### src/rtl/nexus_nonce_collector_pkg.sv
// nexus_pkg: shared constants, serializer state type and drop-counter helper for the nonce collector.
package nexus_pkg;
  localparam int NONCE_W = 64;
  localparam logic [7:0] FRAME_HDR = 8'h4E;
  localparam int FRAME_BYTES = 8;
  localparam int DROP_W = 16;
  typedef enum logic [1:0] {IDLE, HDR, DATA} ser_state_e;
  function automatic logic [DROP_W-1:0] sat_add(input logic [DROP_W-1:0] a, input logic [DROP_W-1:0] n);
    logic [DROP_W:0] s;
    s = {1'b0, a} + {1'b0, n};
    return s[DROP_W] ? '1 : s[DROP_W-1:0];
  endfunction
endpackage

### src/rtl/nexus_nonce_collector_if.sv
// nexus_nonce_collector_if: byte stream toward the host TX path.
//   TxData/TxValid driven by the master (collector), TxReady driven by the slave (sink).
interface nexus_nonce_collector_if;
  logic [7:0] TxData;
  logic TxValid;
  logic TxReady;
  modport master(output TxData, TxValid, input TxReady);
  modport slave(input TxData, TxValid, output TxReady);
endinterface

### src/rtl/nexus_nonce_fifo.sv
// nexus_nonce_fifo: synchronous first-word-fall-through FIFO with occupancy count.
//   clk/rst_n: clock, async active-low reset; clr_i: sync clear
//   wr_i/wdata_i: push; rd_i/rdata_o: pop with head always visible
//   full_o/empty_o/count_o: status
module nexus_nonce_fifo #(
  parameter int W = 64,
  parameter int DEPTH = 16
) (
  input  logic clk,
  input  logic rst_n,
  input  logic clr_i,
  input  logic wr_i,
  input  logic [W-1:0] wdata_i,
  input  logic rd_i,
  output logic [W-1:0] rdata_o,
  output logic full_o,
  output logic empty_o,
  output logic [$clog2(DEPTH):0] count_o
);
  localparam int AW = $clog2(DEPTH);
  localparam int CW = AW + 1;
  logic [W-1:0] mem_q [DEPTH];
  logic [AW-1:0] wp_q, wp_d, rp_q, rp_d;
  logic [CW-1:0] cnt_q, cnt_d;
  logic wr_en, rd_en;
  assign empty_o = cnt_q == '0;
  assign full_o = cnt_q == CW'(DEPTH);
  assign count_o = cnt_q;
  assign wr_en = wr_i && (!full_o || rd_i);
  assign rd_en = rd_i && (!empty_o || wr_i);
  // Reading while empty returns the word being written this cycle.
  assign rdata_o = empty_o ? wdata_i : mem_q[rp_q];
  always_comb begin
    wp_d = clr_i ? '0 : wp_q + AW'(wr_en);
    rp_d = clr_i ? '0 : rp_q + AW'(rd_en);
    cnt_d = clr_i ? '0 : cnt_q + CW'(wr_en) - CW'(rd_en);
  end
  always_ff @(posedge clk or negedge rst_n) begin
    if (!rst_n) begin
      wp_q <= '0;
      rp_q <= '0;
      cnt_q <= '0;
    end else begin
      wp_q <= wp_d;
      rp_q <= rp_d;
      cnt_q <= cnt_d;
    end
  end
  always_ff @(posedge clk) begin
    if (wr_en) mem_q[wp_q] <= wdata_i;
  end
endmodule

### src/rtl/nexus_nonce_collector.sv
// nexus_nonce_collector: captures per-core nonces, merges them round-robin into a FIFO and frames them as bytes.
//   clk, nRst (async active-low), Flush (sync discard of pending nonces)
//   CoreNonce/CoreFound: per-core nonce and found pulse
//   tx: framed byte stream (4E header + 8 little-endian nonce bytes)
//   FifoCount, DropCount (saturating), Overflow (sticky): loss and occupancy status
module nexus_nonce_collector
  import nexus_pkg::*;
#(
  parameter int HASHERS = 4,
  parameter int FIFO_DEPTH = 16
) (
  input  logic clk,
  input  logic nRst,
  input  logic Flush,
  input  logic [NONCE_W*HASHERS-1:0] CoreNonce,
  input  logic [HASHERS-1:0] CoreFound,
  nexus_nonce_collector_if.master tx,
  output logic [$clog2(FIFO_DEPTH):0] FifoCount,
  output logic [DROP_W-1:0] DropCount,
  output logic Overflow
);
  localparam int PW = HASHERS > 1 ? $clog2(HASHERS) : 1;
  localparam int BW = $clog2(FRAME_BYTES);
  logic [NONCE_W-1:0] slot_q [HASHERS];
  logic [HASHERS-1:0] slot_v_q, slot_v_d, drain, load, drop;
  logic [PW-1:0] ptr_q, ptr_d, grant_idx;
  logic grant_v, gnt;
  logic [DROP_W-1:0] drop_q, drop_d;
  logic ovf_q, ovf_d;
  logic fifo_full, fifo_empty, pop;
  logic [NONCE_W-1:0] fifo_rdata;
  ser_state_e state_q, state_d;
  logic [NONCE_W-1:0] sh_q, sh_d;
  logic [BW-1:0] cnt_q, cnt_d;
  logic [7:0] data_q, data_d;
  logic valid_q, valid_d, adv, last;
  // Scan from the highest offset down so the lowest offset from ptr_q wins.
  always_comb begin
    grant_v = 1'b0;
    grant_idx = '0;
    for (int k = HASHERS - 1; k >= 0; k--) begin
      int j;
      j = int'(ptr_q) + k;
      j = j >= HASHERS ? j - HASHERS : j;
      if (slot_v_q[j]) begin
        grant_v = 1'b1;
        grant_idx = PW'(j);
      end
    end
  end
  assign gnt = grant_v && !fifo_full && !Flush;
  assign drain = gnt ? HASHERS'(1) << grant_idx : '0;
  // A slot being drained this cycle accepts a new nonce without loss.
  assign load = Flush ? '0 : CoreFound & (~slot_v_q | drain);
  assign drop = Flush ? '0 : CoreFound & slot_v_q & ~drain;
  always_comb begin
    slot_v_d = Flush ? '0 : (slot_v_q & ~drain) | load;
    ptr_d = Flush ? '0 : !gnt ? ptr_q : grant_idx == PW'(HASHERS - 1) ? '0 : grant_idx + PW'(1);
    drop_d = sat_add(drop_q, DROP_W'($countones(drop)));
    ovf_d = ovf_q | (|drop);
  end
  always_ff @(posedge clk or negedge nRst) begin
    if (!nRst) begin
      slot_v_q <= '0;
      ptr_q <= '0;
      drop_q <= '0;
      ovf_q <= 1'b0;
    end else begin
      slot_v_q <= slot_v_d;
      ptr_q <= ptr_d;
      drop_q <= drop_d;
      ovf_q <= ovf_d;
    end
  end
  always_ff @(posedge clk) begin
    for (int i = 0; i < HASHERS; i++)
      if (load[i]) slot_q[i] <= CoreNonce[NONCE_W*i +: NONCE_W];
  end
  nexus_nonce_fifo #(.W(NONCE_W), .DEPTH(FIFO_DEPTH)) u_fifo (
    .clk(clk),
    .rst_n(nRst),
    .clr_i(Flush),
    .wr_i(gnt),
    .wdata_i(slot_q[grant_idx]),
    .rd_i(pop),
    .rdata_o(fifo_rdata),
    .full_o(fifo_full),
    .empty_o(fifo_empty),
    .count_o(FifoCount)
  );
  always_ff @(posedge clk or negedge nRst) begin
    if (!nRst) begin
      state_q <= IDLE;
      sh_q <= '0;
      cnt_q <= '0;
      data_q <= '0;
      valid_q <= 1'b0;
    end else begin
      state_q <= state_d;
      sh_q <= sh_d;
      cnt_q <= cnt_d;
      data_q <= data_d;
      valid_q <= valid_d;
    end
  end
  // Flush suppresses the pop so no discarded entry starts a frame; a frame in flight is untouched.
  always_comb begin
    last = state_q == DATA && cnt_q == BW'(FRAME_BYTES - 1);
    state_d = state_q == IDLE ? (!fifo_empty && !Flush ? HDR : IDLE) :
              state_q == HDR ? (tx.TxReady ? DATA : HDR) :
              (tx.TxReady && last) ? IDLE : DATA;
  end
  always_comb begin
    pop = state_q == IDLE && !fifo_empty && !Flush;
    adv = state_q != IDLE && tx.TxReady;
    sh_d = pop ? fifo_rdata : adv ? sh_q >> 8 : sh_q;
    cnt_d = state_q == HDR ? '0 : (state_q == DATA && adv) ? cnt_q + BW'(1) : cnt_q;
    data_d = pop ? FRAME_HDR : (adv && !last) ? sh_q[7:0] : data_q;
    valid_d = pop ? 1'b1 : (adv && last) ? 1'b0 : valid_q;
  end
  assign tx.TxData = data_q;
  assign tx.TxValid = valid_q;
  assign DropCount = drop_q;
  assign Overflow = ovf_q;
endmodule
### src/flat_wrapper.sv
// flat-port wrapper written by rule: the top's interface ports become plain ports
module nexus_nonce_collector_flat import nexus_pkg::*;
#(
  parameter int HASHERS = 4,
  parameter int FIFO_DEPTH = 16
)
  (clk, nRst, Flush, CoreNonce, CoreFound, FifoCount, DropCount, Overflow, tx_TxData, tx_TxValid, tx_TxReady);
  nexus_nonce_collector_if tx_i ();
  input  logic clk;
  input  logic nRst;
  input  logic Flush;
  input  logic [NONCE_W*HASHERS-1:0] CoreNonce;
  input  logic [HASHERS-1:0] CoreFound;
  output logic [$clog2(FIFO_DEPTH):0] FifoCount;
  output logic [DROP_W-1:0] DropCount;
  output logic Overflow;
  output wire logic [$bits(tx_i.TxData)-1:0] tx_TxData;
  output wire logic [$bits(tx_i.TxValid)-1:0] tx_TxValid;
  input wire logic [$bits(tx_i.TxReady)-1:0] tx_TxReady;
  assign tx_TxData = tx_i.TxData;
  assign tx_TxValid = tx_i.TxValid;
  assign tx_i.TxReady = tx_TxReady;
  nexus_nonce_collector #(.HASHERS(HASHERS), .FIFO_DEPTH(FIFO_DEPTH)) u_core (.clk(clk), .nRst(nRst), .Flush(Flush), .CoreNonce(CoreNonce), .CoreFound(CoreFound), .tx(tx_i), .FifoCount(FifoCount), .DropCount(DropCount), .Overflow(Overflow));
endmodule
### config.mk
export PLATFORM = sky130hd
export DESIGN_NAME = nexus_nonce_collector_flat
export DESIGN_NICKNAME = d
export VERILOG_FILES = /design/src/rtl/nexus_nonce_collector_pkg.sv /design/src/rtl/nexus_nonce_collector_if.sv /design/src/rtl/nexus_nonce_fifo.sv /design/src/rtl/nexus_nonce_collector.sv /design/src/flat_wrapper.sv
export SDC_FILE = /design/constraint.sdc
export NUM_CORES = 1
export LEC_CHECK = 0
export CAP_MARGIN = 20
export CORE_MARGIN = 3
export CORE_UTILIZATION = 46
export DETAILED_ROUTE_END_ITERATION = 8
export PLACE_DENSITY = 0.77
export SLEW_MARGIN = 15
export SYNTH_ARGS = -nofsm -noshare
export SYNTH_HDL_FRONTEND = slang
export SYNTH_SLANG_ARGS = --single-unit
### constraint.sdc
create_clock -name clk -period 7 [get_ports clk]
set_clock_uncertainty 0.2 [all_clocks]
set_input_delay 1.4 -clock clk [delete_from_list [all_inputs] [get_ports clk]]
set_output_delay 1.4 -clock clk [all_outputs]
set_load 0.05 [all_outputs]
==> Word-level counts from Yosys, hierarchy flattened <==
Memory sizes are Yosys's and may differ from the RTL's.
Index checks and enable logic that the tools add are counted.
Widths: inputs -> output; s select.
{ "totals": {"output_inout_bits": 31, "input_bits": 264, "ff_bits": 114, "wordCells": 141, "mem_bits_rw": 1280, "memories": 2} }
{ "op_classes": {"muxes": 59, "shifts": 1, "n_bitwise": 9, "order_cmp": 8, "n_eq_ne": 5, "n_reduce_logical": 28, "add_sub_neg": 17} }
{ "mem_list": {"columns": ["memory", "depth", "word_bits", "rd", "rd_clocked_by_memory_dff", "write_ports", "line", "rtl"], "rows": [
  ["u_core.u_fifo.mem_q", 16, 64, 1, 0, 1, "nexus_nonce_fifo.sv:22", "logic [W-1:0] mem_q [DEPTH];"],
  ["u_core.slot_q", 4, 64, 1, 0, 4, "nexus_nonce_collector.sv:24", "logic [NONCE_W-1:0] slot_q [HASHERS];"]
]} }
{ "op_table": {"columns": ["operator", "count"], "rows": [
  ["$mux 64", 3],
  ["$lt 32x4->1 const B", 4],
  ["$mux 32", 4],
  ["$ge 32x4->1 const B", 3],
  ["$sub 32x4->32 const B", 3],
  ["$mux 1", 25],
  ["$mux 4", 6],
  ["$mux 2", 11],
  ["$add 16x16->17", 1],
  ["$add 16x16->16", 1],
  ["$and 4x4->4", 4],
  ["$mux 16", 1],
  ["$mux 8", 2],
  ["$logic_and 1x1->1", 13],
  ["$reduce_bool 2->1", 6],
  ["$add 4x1->4", 2],
  ["$bmux 1 s2", 4],
  ["$not 4->4", 2],
  ["$or 4x4->4", 2],
  ["$add 2x2->3 const B", 2],
  ["$mux 3", 2],
  ["$add 5x1->5", 1],
  ["$eq 5x5->1 const B", 1],
  ["$logic_not 5->1", 1],
  ["17 further kinds", 23]
]} }

==> Longest topological paths before layout <==
Gate-level depths: netlist of run 1.
{ "depth": {"ltp_word": 20, "ltp_mapped": 18, "depth_no_buf": 17} }

==> Hierarchy <==
From an unflattened synthesis of run 1, not the netlist that was laid out.
{ "hier_totals": {"cells_unflattened": 2995, "hier_area_um2": 54501.0} }
{ "modules_own_cells": {"columns": ["mod", "area_each_um2", "instances", "seq_area_each_um2", "cells_each"], "rows": [
  ["nexus_nonce_fifo", 39998.4, 1, 31074.8, 2005],
  ["nexus_nonce_collector", 14502.7, 1, 10214.8, 990]
]} }

==> Least setup slack after synthesis of run 1 <==
Ideal clock, no wire load.
{ "synth_timing": {"path_kind": "input to register", "from": "input Flush", "to": "memory u_core.u_fifo.mem_q[0][0] (enable)", "slack_ps": -460, "cell_stages": 4, "n_path_buf": 1, "required_time_ps": 6235, "t_arrival_ps": 6695, "setup_time_ps": 565, "cell_sequence": "clkbuf_1 or3_1 or3_1 nor3_1"} }
{ "synth_via": {"elab_chain_len": 6, "word_cells_on_any_way": 7, "classes_between": "2 x mux; 5 x reduce/logical"} }
{ "synth_lines": {"columns": ["element", "line", "rtl"], "rows": [
  ["from (decl)", "flat_wrapper.sv:11", "input logic Flush;"],
  ["$logic_not 1->1 *", "nexus_nonce_collector.sv:51, nexus_nonce_collector.sv:114", null],
  ["$logic_and 1x1->1", "nexus_nonce_collector.sv:114", "pop = state_q == IDLE && !fifo_empty && !Flush;"],
  ["$logic_or 1x1->1", "nexus_nonce_fifo.sv:29", "assign wr_en = wr_i && (!full_o || rd_i);"],
  ["$logic_and 1x1->1 *", "nexus_nonce_fifo.sv:29", null],
  ["$mux 1 *", "nexus_nonce_fifo.sv:50", "if (wr_en) mem_q[wp_q] <= wdata_i;"],
  ["$mux 1 (implied by the code) *", "nexus_nonce_fifo.sv:50", null],
  ["to (decl)", "nexus_nonce_fifo.sv:22", null]
]} }
Every way passes the cells marked *; elsewhere a longest branch is shown, timed or not.

==> Worst setup path in the final report of run 1 <==
{ "layout_timing": {"from": "register u_core.ptr_q[1]", "to": "register u_core.drop_q[2] (netlist: u_core.DropCount[2])"} }
{ "layout_via": {"elab_chain_len": 20, "word_cells_on_any_way": 47, "classes_between": "11 x add/sub; 4 x order compare; 1 x shift; 27 x mux; 2 x bitwise; 2 x reduce/logical"} }
{ "layout_lines": {"columns": ["element", "line", "rtl"], "rows": [
  ["from (decl)", "nexus_nonce_collector.sv:26", "logic [PW-1:0] ptr_q, ptr_d, grant_idx;"],
  ["from (signal assigned)", "nexus_nonce_collector.sv:70", "ptr_q <= ptr_d;"],
  ["$add 2x2->3", "nexus_nonce_collector.sv:43", "j = int'(ptr_q) + k;"],
  ["$sub 32x4->32 or $ge 32x4->1 (tied branches)", "nexus_nonce_collector.sv:44", "j = j >= HASHERS ? j - HASHERS : j;"],
  ["$mux 32", "nexus_nonce_collector.sv:44", null],
  ["$bmux 1 s2", "nexus_nonce_collector.sv:45", "if (slot_v_q[j]) begin"],
  ["$mux 1 (implied by the code) (2 in series)", "nexus_nonce_collector.sv:45", null],
  ["$mux 1 (4 in series)", "nexus_nonce_collector.sv:45", null],
  ["$logic_and 1x1->1 (2 in series)", "nexus_nonce_collector.sv:51", "assign gnt = grant_v && !fifo_full && !Flush;"],
  ["$mux 4 *", "nexus_nonce_collector.sv:52", "assign drain = gnt ? HASHERS'(1) << grant_idx : '0;"],
  ["$not 4->4 *", "nexus_nonce_collector.sv:55", "assign drop = Flush ? '0 : CoreFound & slot_v_q & ~drain;"],
  ["$and 4x4->4 *", "nexus_nonce_collector.sv:55", null],
  ["$mux 4 *", "nexus_nonce_collector.sv:55", null],
  ["$add 1x1->2 (implied by the code)", "nexus_nonce_collector.sv:59", "drop_d = sat_add(drop_q, DROP_W'($countones(drop)));"],
  ["$add 16x16->16 (implied by the code) *", "nexus_nonce_collector.sv:59", null],
  ["$add 16x16->17 *", "nexus_nonce_collector_pkg.sv:10", "s = {1'b0, a} + {1'b0, n};"],
  ["$mux 16 *", "nexus_nonce_collector_pkg.sv:11", "return s[DROP_W] ? '1 : s[DROP_W-1:0];"],
  ["named net u_core.drop_d[2]", "nexus_nonce_collector.sv:28", "logic [DROP_W-1:0] drop_q, drop_d;"],
  ["to (signal assigned)", "nexus_nonce_collector.sv:71", "drop_q <= drop_d;"],
  ["to (decl)", "nexus_nonce_collector.sv:28", null]
]} }
The timed path passes the listed nets; every way through them passes the cells marked *. The select of a mux whose other input is x is not followed.
A chain may end at the register's enable or synchronous reset.

==> results of run 1 <==
## worst max-delay path by stage
| stage | startpoint | endpoint | slack, ps | depth (start not counted) |
|---|---|---|---|---|
| 2_1_floorplan | Flush | u_core.u_fifo.mem_q[2][0] | 1260 | 4 |
| 3_3_place_gp | Flush | u_core.DropCount[9] | 860 | 13 |
| 3_5_place_dp | Flush | u_core.DropCount[2] | 800 | 13 |
| 4_1_cts | Flush | u_core.DropCount[2] | 1500 | 13 |
| 5_1_grt | u_core.ptr_q[1] | u_core.DropCount[2] | 1120 | 16 |
| 6_report | u_core.ptr_q[1] | u_core.DropCount[2] | 1530 | 16 |
## where the power goes
part / leakage (nW) / switching (mW) / internal (mW)
clock: 2.13 / 3.00 / 4.21
sequential: 13.0 / 0.390 / 10.3
combinational: 5.49 / 2.54 / 1.40
## cell families (layout without fill, tap and decap cells)
family                   Yosys count  count (layout)  share of synthesized area (%)
other                              0               1                              0
buffers and inverters            187             640                           1.72
XOR/XNOR                          17              17                          0.278
AND/OR/NAND/NOR                  446             446                           3.72
AO/OA/AOI/OAI                    435             435                           5.22
multiplexers                     452             452                           11.4
adder cells (fa/ha/maj)           23              23                          0.579
flip-flops                      1394            1394                           77.0
## metal layers
| layer | GRT usage [%] | wire length, um | vias to the layer above |
|---|---|---|---|
| li1 | - | - | 12441 |
| met1 | 27.9 | 49500 | 14815 |
| met2 | 34.7 | 63300 | 1481 |
| met4 | 6.78 | 3510 | 0 |
| met5 | 0 | 0 | - |
| met3 | 3.64 | 10400 | 241 |
## synthesized netlist by cell type, types with 3 or more instances
cell type | instances | share of area, %
edfxtp_1 | 1280 | 72
mux2i_1 | 322 | 6.0
nand2_1 | 281 | 2.0
o22ai_1 | 129 | 1.5
mux4_2 | 128 | 5.4
dfrtp_1 | 114 | 5.3
a21oi_1 | 89 | 0.83
buf_2 | 77 | 0.72
a31oi_1 | 67 | 0.78
and3_1 | 67 | 0.78
a211oi_1 | 66 | 0.92
clkbuf_1 | 60 | 0.42
a22oi_1 | 56 | 0.78
nor2_1 | 39 | 0.27
ha_1 | 20 | 0.47
inv_1 | 16 | 0.11
nor2b_1 | 15 | 0.18
buf_1 | 13 | 0.091
buf_6 | 13 | 0.27
xnor2_1 | 10 | 0.16
nand3_1 | 8 | 0.075
o21ai_0 | 8 | 0.075
buf_4 | 7 | 0.098
nand3b_1 | 7 | 0.098
nor3_1 | 7 | 0.065
xor2_1 | 7 | 0.11
nand2b_1 | 6 | 0.070
or3_1 | 4 | 0.047
a21boi_1 | 3 | 0.042
a21o_1 | 3 | 0.042
fa_1 | 3 | 0.11
## sequential cells by signal, summed over array words and instances (netlist names)
signal	count
u_core.DropCount	16
u_core.Overflow	1
u_core.cnt_q	3
u_core.ptr_q	2
u_core.sh_q	64
u_core.slot_q	256
u_core.slot_v_q	4
u_core.state_q	2
u_core.tx.TxData	8
u_core.tx.TxValid	1
u_core.u_fifo.count_o	5
u_core.u_fifo.mem_q	1024
u_core.u_fifo.rp_q	4
u_core.u_fifo.wp_q	4
## worst max-delay path, delay by kind of cell, from the launching register on
kind | cells | cell delay, ps
adder cells (fa/ha/maj) | 4 | 1370
buffers and inverters | 2 | 520
flip-flops | 1 | 500
AND/OR/NAND/NOR | 4 | 1020
multiplexers | 1 | 360
AO/OA/AOI/OAI | 5 | 1390
## final cells by class
type	count	area share (%)
Timing Repair Buffer	382	6.01
Sequential cell	1394	65.2
Clock buffer	177	5.72
Inverter	17	0.101
Clock inverter	64	1.21
Antenna cell	1	0.00395
Tap cell	1512	2.99
Multi-Input combinational cell	1373	18.7
==> load_flow_metrics.sql, run 1 <==
INSERT INTO impl_metrics (metric_group, metric, value, unit) VALUES
('worst_setup_path', 'regToRegSetupSlack', '1530', 'ps'),
('worst_setup_path', 'worst_path_max_delay_cell', 'fa_1', ''),
('yosys', 'synth.distinct_cells', '53', ''),
('worst_setup_path', 'worst-endpoint-arrival', '5890', 'ps'),
('yosys', 'number_of_synthesized_flops_with_an_enable_pin', '1280', ''),
('yosys', 'register_bit_count_reported_by_yosys', '1394', ''),
('floorplanning', 'floorplan_core_area', '115000', 'um^2'),
('clock_network', 'cts_made_buffers', '131', ''),
('pwr', 'vdd_drop_max', '248', 'uV'),
('pwr', 'pwr_density_cell', '346', 'nW/um^2'),
('sta', 'slew_headroom', '20.3', '%'),
('sta', 'grt_setup_unrepaired', 'no', ''),
('routing', 'vias', '28978', ''),
('cells_and_area', 'fin_util', '55.1', '%'),
('cells_and_area', 'layout-area-overhead-vs-synth', '18.1', '%'),
('cells_and_area', 'finish.net_count', '3586', ''),
('run_status', 'outcome', 'complete, no violations', ''),
('yosys', 'syn_avg_cell_area', '18.1', 'um^2'),
('floorplanning', 'start_util', '46.6', '%'),
('floorplanning', 'ios', '295', ''),
('sta', 'layout_worst_path_cycle_share', '78.1', '%'),
('routing', 'drt_iter0_markers', '2879', ''),
('yosys', 'yosys_most_used_dff', 'edfxtp_1', ''),
('routing', 'avgViaCountPerCell', '5.89', ''),
('hold_path', 'worst_min_delay_path_startpoint', 'u_core.Overflow', ''),
('cells_and_area', 'layout_commonest_cell', 'edfxtp_1', ''),
('yosys', 'synth_seq_area_share', '77.0', '%'),
('clock_network', 'cts_htree_levels', '4', ''),
('hold_path', 'min_delay_path_depth', '1', ''),
('placed_design', 'port_bufs', '294', ''),
('sta', 'worstMarginPinSlew', '1190', 'ps'),
('placed_design', 'gp_weighted_congestion', '0.802', ''),
('placed_design', 'instance_count_after_placement_with_tap_cells_included', '4675', ''),
('pwr', 'power.leakage', '20.6', 'nW'),
('placed_design', 'placement.setup.worst_slack', '799', 'ps'),
('clock_network', 'clk_transition_reported_paths', '60', 'ps'),
('worst_setup_path', 'critical_path.max_fanout', '40', ''),
('clock_network', 'cts_sinks', '1394', ''),
('worst_setup_path', 'cp-start-kind', 'flop', ''),
('worst_setup_path', 'crit_path_category', 'flop to flop', ''),
('grt', 'grt_max_degree', '121', ''),
('grt', 'track_usage', '20.8', '%'),
('hold_path', 'hold_path_end', 'u_core.Overflow', ''),
('cells_and_area', 'non_filler_cells_final', '4920', ''),
('cells_and_area', 'layout-drive-gt1-share', '14.1', '%'),
('routing', 'routed_wl_per_cell', '25.7', 'um'),
('pwr', 'p_total', '21.9', 'mW'),
('worst_setup_path', 'crit_path_cell_trace', 'mux2_4, o221ai_4, buf_4, o21ai_1, o21ai_0, or2_1, ha_1, ha_1, fa_1, inv_1, fa_1, nor2b_1, o2111ai_1, nor2_1, nand3_1, o21ai_0', ''),
('placed_design', 'hpwlAfterDp', '72.8', 'mm'),
('clock_network', 'post_cts_resize_count', '0', ''),
('clock_network', 'post_cts_setup_buffer_count', '0', ''),
('floorplanning', 'count_of_standard_cell_rows', '124', ''),
('sta', 'final_period_minus_worst_setup_slack', '5470', 'ps'),
('sta', 'report.final.slew_viol_count', '0', ''),
('sta', 'timing.final.ws_setup', '1530', 'ps'),
('routing', 'drcViolationCount', '0', ''),
('routing', 'ant_nets', '0', ''),
('routing', 'route.final.wire_length', '127', 'mm'),
('cells_and_area', 'layout.filler_cells', '8362', ''),
('worst_setup_path', 'worstSetupEndpointType', 'flop', ''),
('cells_and_area', 'seq_area', '41300', 'um^2'),
('sta', 'report.final.hold_viol_count', '0', ''),
('clock_network', 'clock_insertion_delay_worst_skew', '730', 'ps'),
('worst_setup_path', 'r2r.worst_path.cells', '16', ''),
('grt', 'antenna_found_initial', '1', ''),
('yosys', 'proportion_of_register_bits_with_asynchronous_set_or_reset_after_synthesis', '8.18', '%'),
('grt', 'grt_first_pass_wirelength', '189', 'mm'),
('yosys', 'syn-instance-count', '2954', ''),
('sta', 'hold_ws', '288', 'ps'),
('yosys', 'synth_fp_nets', '3241', ''),
('grt', 'first_global_vias', '30026', '');
Note: power is estimated with default switching activity, not from simulation.
==> inputs of run 2 (changes only) <==
- clock period: 7 -> 4.5 ns (I/O delays scaled with it)
==> load_flow_metrics.sql, run 2 (synthesis results as in run 1) <==
INSERT INTO impl_metrics (metric_group, metric, value, unit) VALUES
('routing', 'drcViolationCount', '0', ''),
('cells_and_area', 'layout-area-overhead-vs-synth', '18.0', '%'),
('floorplanning', 'fp.dieW', '347', 'um'),
('run', 'drv_cap', '0', ''),
('grt', 'grt_first_pass_wirelength', '191', 'mm'),
('pwr', 'vdd_drop_max', '476', 'uV'),
('grt', 'globalRoute.totalOverflow', '0', ''),
('pwr', 'pwr_density_cell', '517', 'nW/um^2'),
('routing', 'ant_nets', '0', ''),
('clock_network', 'cts-root-to-sink-buffers', '3', ''),
('worst_setup_path', 'crit_buf_inv', '1', ''),
('routing', 'drt_pass1_iterations', '6', ''),
('placed_design', 'hpwlAfterDp', '75.0', 'mm'),
('sta', 'timing.final.ws_setup', '184', 'ps'),
('sta', 'hold_ws', '11.2', 'ps'),
('placed_design', 'port_bufs', '294', ''),
('grt', 'antenna_found_initial', '4', ''),
('floorplanning', 'start_util', '46.6', '%'),
('pwr', 'power.leakage', '20.7', 'nW'),
('clock_network', 'clk_transition_reported_paths', '70', 'ps'),
('clock_network', 'clock-root-buffer', 'clkbuf_16', ''),
('clock_network', 'cts_sinks', '1394', ''),
('worst_setup_path', 'crit_path_category', 'flop to flop', ''),
('worst_setup_path', 'cp-start-kind', 'flop', ''),
('floorplanning', 'fp.dieH', '347', 'um'),
('sta', 'slew_headroom', '25.3', '%'),
('floorplanning', 'fp.dieArea', '121000', 'um^2'),
('cells_and_area', 'layout_commonest_cell', 'edfxtp_1', ''),
('cells_and_area', 'finish.net_count', '3651', ''),
('worst_setup_path', 'required', '4880', 'ps'),
('cells_and_area', 'mostFrequentLayoutCells', '1,280 x edfxtp_1, 322 x mux2i_1, 293 x clkdlybuf4s50_1', ''),
('grt', 'first_global_vias', '30231', ''),
('worst_setup_path', 'timing.critical_path.max_delay_family', 'adder cells', ''),
('floorplanning', 'count_of_standard_cell_rows', '124', ''),
('cells_and_area', 'regMostFlops', 'u_core.u_fifo.mem_q', ''),
('floorplanning', 'floorplan_core_area', '115000', 'um^2'),
('grt', 'grt_max_degree', '74', ''),
('clock_network', 'cts_htree_levels', '3', ''),
('routing', 'post_route_met1_wirelength', '50.7', 'mm'),
('run_status', 'outcome', 'complete, no violations', ''),
('grt', 'track_usage', '21.0', '%'),
('routing', 'drt_iter0_markers', '3010', ''),
('worst_setup_path', 'critical_path.max_fanout', '7', ''),
('placed_design', 'gp_weighted_congestion', '0.826', ''),
('sta', 'final_period_minus_worst_setup_slack', '4320', 'ps'),
('clock_network', 'cts_made_buffers', '120', ''),
('sta', 'worstMarginPinSlew', '1110', 'ps'),
('clock_network', 'tritoncts', 'yes', ''),
('worst_setup_path', 'worst-endpoint-arrival', '4700', 'ps'),
('hold_path', 'timing.hold.worst.class', 'primary input to async pin', ''),
('routing', 'routed-wl-met2', '63.2', 'mm'),
('placed_design', 'instance_count_after_placement_with_tap_cells_included', '4750', ''),
('cells_and_area', 'non_filler_cells_final', '4982', ''),
('sta', 'timing.final.setup_violations', '0', ''),
('worst_setup_path', 'critical-path-max-stage-delay', '560', 'ps'),
('sta', 'report.final.hold_viol_count', '0', ''),
('sta', 'report.final.slew_viol_count', '0', ''),
('worst_setup_path', 'worst_path_max_delay_cell', 'fa_1', ''),
('routing', 'avgViaCountPerCell', '5.90', ''),
('routing', 'route.final.wire_length', '129', 'mm'),
('worst_setup_path', 'crit_path_cell_trace', 'mux2_4, o221ai_4, o21ai_4, o21ai_1, nor3_1, ha_1, ha_1, fa_1, inv_1, fa_1, nor2b_2, o2111ai_2, nor2_2, nand3_1, mux2_2', ''),
('routing', 'vias', '29391', ''),
('worst_setup_path', 'worstSetupEndpointType', 'flop', ''),
('cells_and_area', 'biggest_registers_after_layout', 'u_core.u_fifo.mem_q (1024), u_core.slot_q (256), u_core.sh_q (64)', ''),
('routing', 'routed_wl_per_cell', '25.8', 'um'),
('sta', 'layout_worst_path_cycle_share', '95.9', '%'),
('floorplanning', 'ios', '295', ''),
('placed_design', 'placement.setup.worst_slack', '-217', 'ps'),
('sta', 'max_freq', '232', 'MHz'),
('cells_and_area', 'flip_flop_count_of_the_largest_register_all_copies_and_words_added', '1024', ''),
('clock_network', 'clock_insertion_delay_worst_skew', '710', 'ps'),
('routing', 'detailroute.wirelength.met3', '10.7', 'mm'),
('routing', 'highest-signal-layer', 'met4', ''),
('cells_and_area', 'layout-drive-gt1-share', '14.7', '%');
-- run 2: cell count changes in the layout (fill, tap and decap cells not counted), moves of 5 or more --
cell / delta
clkbuf_1: -8
a31oi_2: -31
clkinv_2: +5
buf_12: +17
clkinv_1: +17
bufinv_16: -11
buf_4: +65
clkbuf_16: -16
a31oi_1: +31
-- run 2: repair_timing --
item                       in CTS  in global routing
hold buffers                    0                  0
pin swaps                       0                  3
resized for setup               1                 13
cloned                          0                  0
setup endpoints to repair       1                 16
setup buffers                   0                  3
-- run 2: path summary, 6_finish.rpt --
kind / start / endpoint / slack, ps / cells after the start
setup / recovery: u_core.ptr_q[1] / u_core.DropCount[14] / 180 / 15
hold / removal: nRst / u_core.ptr_q[0] / 10 / 1
setup reg to reg: u_core.ptr_q[1] / u_core.DropCount[14] / 180 / 15
hold reg to reg: u_core.sh_q[1] / u_core.tx.TxData[1] / 310 / 2
max in group asynchronous: nRst / u_core.sh_q[1] / 3180 / 2
min in group clk: u_core.sh_q[1] / u_core.tx.TxData[1] / 310 / 2
-- run 2: where the power goes --
part / switching (mW) / total (mW) / internal [mW] / leakage [nW]
Combinational: 3.97 / 6.31 / 2.33 / 5.90
Sequential: 0.606 / 16.7 / 16.0 / 13.0
Clock: 4.49 / 9.75 / 5.26 / 1.81
Total: 9.07 / 32.7 / 23.6 / 20.7
-- run 2: layout make-up --
type | instances | area [um^2]
tap | 1512 | 1890
clock inverter | 72 | 499
fill | 8365 | 51700
multi-input combinational | 1373 | 11700
clock buffer | 154 | 3200
inverter | 17 | 63.8
antenna | 2 | 5.00
sequential | 1394 | 41300
timing repair buffer | 458 | 4560
-- run 2: routing by layer --
layer,vias up,track usage [%]
met5,-,0
met4,0,7.17
met3,260,3.30
met2,1550,34.6
met1,15000,28.7
li1,12581,-
-- run 2: stage by stage --
step / utilization [%] / cell area, um^2 / setup TNS, ps / total power [mW]
final: 55.0 / 63200 / 0 / 32.7
after global routing: 55.0 / 63200 / -8.86 / 33.8
after CTS: 54.9 / 63100 / 0 / 32.7
after detailed placement: 51.7 / 59400 / -2170 / 23.1
after global placement: 51.7 / 59400 / -943 / 22.9
after floorplan: - / 53600 / -653220 / 20.5
